<file path="src/rtl/unified_mem_arbiter.sv">
// rtl/unified_mem_arbiter.sv - single-port memory arbiter shared by fetch and data ports
module unified_mem_arbiter #(
    parameter int ADDR_W          = 32,
    parameter int DATA_W          = 32,
    parameter int MAX_DATA_STREAK = 4,
    parameter int TIMEOUT         = 64
) (
    input  logic              clk,
    input  logic              reset,
    input  logic              if_req,
    input  logic [ADDR_W-1:0] if_addr,
    output logic [DATA_W-1:0] if_rdata,
    output logic              if_ack,
    input  logic              dm_req,
    input  logic              dm_we,
    input  logic [ADDR_W-1:0] dm_addr,
    input  logic [DATA_W-1:0] dm_wdata,
    output logic [DATA_W-1:0] dm_rdata,
    output logic              dm_ack,
    output logic              mem_req,
    output logic              mem_we,
    output logic [ADDR_W-1:0] mem_addr,
    output logic [DATA_W-1:0] mem_wdata,
    input  logic [DATA_W-1:0] mem_rdata,
    input  logic              mem_ack,
    output logic              bus_err
);

    localparam int STREAK_W = $clog2(MAX_DATA_STREAK + 1);
    localparam int TIMER_W  = (TIMEOUT > 2) ? $clog2(TIMEOUT) : 1;
    localparam logic [STREAK_W-1:0] STREAK_MAX = STREAK_W'(MAX_DATA_STREAK);
    localparam logic [TIMER_W-1:0]  TIMER_LAST = TIMER_W'(TIMEOUT - 1);

    typedef enum logic [1:0] {
        S_IDLE,
        S_WAIT,
        S_DONE
    } state_t;

    state_t              state;
    logic                owner_data;   // 1 = current transaction belongs to the data port
    logic [STREAK_W-1:0] streak;       // consecutive data grants made while fetch was waiting
    logic [TIMER_W-1:0]  timer;        // WAIT cycles elapsed without mem_ack

    // Fetch gets the next slot once data has won MAX_DATA_STREAK times in a row over it.
    logic fetch_turn;
    assign fetch_turn = if_req && (streak == STREAK_MAX);

    // Stores return zero read data; loads return what memory presents with its ack.
    logic [DATA_W-1:0] ack_data;
    assign ack_data = mem_we ? '0 : mem_rdata;

    // Arbitration FSM: grant in IDLE, hold the memory request in WAIT, pulse the ack in DONE.
    always_ff @(posedge clk or negedge reset) begin
        if (!reset) begin
            state      <= S_IDLE;
            owner_data <= 1'b0;
            streak     <= '0;
            timer      <= '0;
            if_rdata   <= '0;
            if_ack     <= 1'b0;
            dm_rdata   <= '0;
            dm_ack     <= 1'b0;
            mem_req    <= 1'b0;
            mem_we     <= 1'b0;
            mem_addr   <= '0;
            mem_wdata  <= '0;
            bus_err    <= 1'b0;
        end else begin
            case (state)
                S_IDLE: begin
                    if (dm_req && !fetch_turn) begin
                        mem_req    <= 1'b1;
                        mem_we     <= dm_we;
                        mem_addr   <= dm_addr;
                        mem_wdata  <= dm_wdata;
                        owner_data <= 1'b1;
                        timer      <= '0;
                        state      <= S_WAIT;
                        if (!if_req) begin
                            streak <= '0;
                        end else if (streak != STREAK_MAX) begin
                            streak <= streak + STREAK_W'(1);
                        end
                    end else if (if_req) begin
                        mem_req    <= 1'b1;
                        mem_we     <= 1'b0;
                        mem_addr   <= if_addr;
                        mem_wdata  <= '0;
                        owner_data <= 1'b0;
                        timer      <= '0;
                        streak     <= '0;
                        state      <= S_WAIT;
                    end else begin
                        streak <= '0;
                    end
                end
                S_WAIT: begin
                    if (mem_ack) begin
                        mem_req <= 1'b0;
                        state   <= S_DONE;
                        if (owner_data) begin
                            dm_ack   <= 1'b1;
                            dm_rdata <= ack_data;
                        end else begin
                            if_ack   <= 1'b1;
                            if_rdata <= mem_rdata;
                        end
                    end else if (timer == TIMER_LAST) begin
                        // Memory never answered: abandon the access and flag it permanently.
                        mem_req <= 1'b0;
                        bus_err <= 1'b1;
                        state   <= S_DONE;
                        if (owner_data) begin
                            dm_ack   <= 1'b1;
                            dm_rdata <= '0;
                        end else begin
                            if_ack   <= 1'b1;
                            if_rdata <= '0;
                        end
                    end else begin
                        timer <= timer + TIMER_W'(1);
                    end
                end
                S_DONE: begin
                    if_ack   <= 1'b0;
                    dm_ack   <= 1'b0;
                    if_rdata <= '0;
                    dm_rdata <= '0;
                    state    <= S_IDLE;
                end
                default: begin
                    state <= S_IDLE;
                end
            endcase
        end
    end

endmodule
</file>
<file path="config.mk">
export PLATFORM = sky130hd
export DESIGN_NAME = unified_mem_arbiter
export DESIGN_NICKNAME = d
export VERILOG_FILES = /design/src/rtl/unified_mem_arbiter.sv
export SDC_FILE = /design/constraint.sdc
export NUM_CORES = 1
export LEC_CHECK = 0
export CORE_UTILIZATION = 29
export DETAILED_ROUTE_END_ITERATION = 16
export PLACE_DENSITY_LB_ADDON = 0.25
export SYNTH_ARGS = -nofsm -noshare
export SYNTH_HDL_FRONTEND = slang
export SYNTH_SLANG_ARGS = --single-unit
</file>
<file path="constraint.sdc">
create_clock -name clk -period 2.55 [get_ports clk]
set_input_delay 0.51 -clock clk [delete_from_list [all_inputs] [get_ports clk]]
set_output_delay 0.51 -clock clk [all_outputs]
set_load 0.05 [all_outputs]
</file>
==> flow_metrics.tcl <==
set metrics [dict create \
    design_area_um2 9848 \
    grt_first_pass_wirelength_mm 26.45 \
    n_antenna_cell 0 \
    wl_per_cell_um 15.26 \
    ir_drop_mv 0.7331 \
    p_sw_mw 6.939 \
    slew_viol_final 0 \
    netlist_instances 523 \
    row_count 53 \
    crit_path_max_fanout 3 \
    final_cell_mix "clkdlybuf4s50_1 (265), dfrtp_1 (145), nand2_1 (72), a22o_1 (65), mux2i_1 (64)" \
    area_growth_pct 59.33 \
    p_leak_nw 4.470 \
    viasPerCell 4.545 \
    r2r_start "timer[0]" \
    required_ns 2.04 \
    synth-main-ff-cell "dfrtp_1" \
    final_common_cell "clkdlybuf4s50_1" \
    cts_buffers 17 \
    cp_top_family "buffers and inverters" \
    syn_area_um2 6181 \
    place_congestion 0.7411 \
    hold_violations 0 \
    die_area_um2 21900 \
    reg2reg_slack_ns 0.59 \
    pwr_density_cell_nw_per_um2 1519 \
    syn-num-nets 664 \
    p_int_mw 8.025 \
    max_freq_mhz 446.7 \
    synth_seq_cells 145 \
    via_count 4890 \
    outcome "finished clean" \
    grt_pass1_vias 4928 \
    start_util_pct 29.50 \
    worstMarginPinSlew_ns 0.5845 \
    worstSkewPairLatency_ns 0.42 \
    die_y_um 148.0 \
    worstPathArrival_ns 1.73 \
    io_pins 267 \
    async_reset_ff_share_pct 100.0 \
    finalSetupViolations 0 \
    crit_path_end_kind "output port" \
    use_met3_pct 5.556 \
    grt_antenna_before_repair 0 \
    postCtsSetupBuffers 0 \
    die_x_um 148.0 \
    syn_area_per_cell_um2 11.82 \
    max_stage_delay_ns 0.87 \
    max-cap-violations 0 \
    cp_cell_sequence "clkdlybuf4s50_1" \
    final.setup_skew_ns 0.009936 \
    yosysWarningCount 0 \
    grt_max_degree 72 \
    coreArea_um2 20960 \
    grt_use_total_pct 15.52 \
    cts_tree "done" \
    dr.pass1.iters 4 \
    grt_use_met2_pct 22.61 \
    io_buffer_count 266 \
    tns_ns 0 \
    grt_overflow 0 \
    power_frac_clock_pct 19.0 \
    yosysUniqueCellTypes 41 \
    wl_mm 16.42 \
    fill_cells 1969 \
    fin_nets 929 \
    ys_seq_area_share_pct 58.70 \
    min_period_over_period_pct 87.78 \
    cp-start-kind "flop" \
    seq_area_um2 3628 \
    ant_nets 0 \
    drtIter0Drc 266 \
    top_usage_layer "met2" \
    path_class "flop to output port" \
    numClockSinks 145 \
    power_frac_seq_pct 26.1 \
    cp_num_buf_inv 1 \
    hold_buffers 0 \
    relSlewSlack_pct 60.91 \
    htree_levels 4 \
    ctsResizeCount 0 \
    layout-drive-gt1-share_pct 7.366 \
    globalRouteMet1Util_pct 21.05 \
    route.detailed.drc 0 \
    utilization_pct 47.00 \
    hold_class "primary input to async pin" \
    cts-root-buf "clkbuf_16" \
    p_comb_share_pct 54.9 \
    clk_pin_slew_worst_paths_ns 0.06 \
    switching_share_pct 46.37 \
    placed_area_um2 9180 \
    rr_endpoint "if_rdata[27]" \
    min_period_ns 2.238 \
    multi_input_area_um2 2201 \
    rsz0062_at_grt "false" \
    cp_slowest_cell "clkdlybuf4s50_1" \
    cts_buffer_depth 2 \
    synth_edf_count 0 \
    hpwl_mm 11.20 \
    reg2reg_depth 6 \
    timing.hold.ws_ns 0.01366 \
]
[through the flow]
stage	instances	total power [mW]	setup slack, ns
2_1_floorplan	523	9.412	0.9223
3_3_place_gp	1044	12.17	0.3796
3_5_place_dp	1044	12.21	0.3515
4_1_cts	1076	15.14	0.2792
5_1_grt	1076	15.76	0.2453
6_report	1076	14.96	0.3116
[cells by family (layout without fill, tap and decap cells)]
family | Yosys count | after routing | share of synthesized area [%]
AOI/OAI and AO/OA | 131 | 131 | 15.45
buffers and inverters | 74 | 352 | 6.316
DFF | 145 | 145 | 58.70
and+or+nand+nor | 101 | 101 | 7.571
muxes | 65 | 65 | 10.55
adders and majority gates | 7 | 7 | 1.417
[worst max path at each step]
stage	start	to	slack (ns)	cells after the start
2_1_floorplan	timer[0]	if_rdata[0]	0.92	6
3_3_place_gp	mem_ack	if_rdata[26]	0.38	6
3_5_place_dp	mem_ack	if_rdata[27]	0.35	6
4_1_cts	mem_we	mem_we	0.28	1
5_1_grt	mem_we	mem_we	0.25	1
6_report	mem_we	mem_we	0.31	1
[synth_stat cells (4+ instances only)]
master / number / area (um2)
inv_1: 39 / 146.4
nand2_1: 73 / 274.0
clkbuf_1: 15 / 56.30
a21oi_1: 9 / 45.04
o21ai_0: 4 / 20.02
dfrtp_1: 145 / 3628
a31oi_1: 5 / 31.28
ha_1: 7 / 87.58
o21ai_1: 33 / 165.2
nand3_1: 7 / 35.03
mux2i_1: 64 / 640.6
nor2_1: 5 / 18.77
a22o_1: 65 / 569.3
buf_2: 10 / 50.05
[layer usage]
metal	up-vias	part of all wire [%]
met4	0	1.2
li1	2359	-
met5	-	0
met1	2301	46
met3	13	9.5
met2	217	43
[power by group through the flow]
stage / logic, mW / clock network [mW] / registers [mW]
3_5_place_dp: 8.29 / 0 / 3.92
3_3_place_gp: 8.25 / 0 / 3.93
4_1_cts: 8.30 / 2.92 / 3.92
2_1_floorplan: 2.21 / 0 / 7.20
6_report: 8.22 / 2.84 / 3.91
5_1_grt: 8.68 / 3.03 / 4.05
[area by class of cell]
type / instances / area share, %
inverters: 40 / 1.525
well taps: 275 / 3.494
repair buffers: 280 / 29.01
clock buffers: 19 / 4.498
multi-input cells: 304 / 22.35
clock inverters: 13 / 2.287
flip-flops and latches: 145 / 36.84
[registers in the layout, summed over array words and instances (netlist names)]
signal      cells
dm_ack          1
mem_we          1
mem_req         1
if_ack          1
mem_wdata      32
if_rdata       32
mem_addr       32
streak          3
state           2
timer           6
dm_rdata       32
bus_err         1
owner_data      1
No activity file was read; power rests on OpenSTA's default activity.
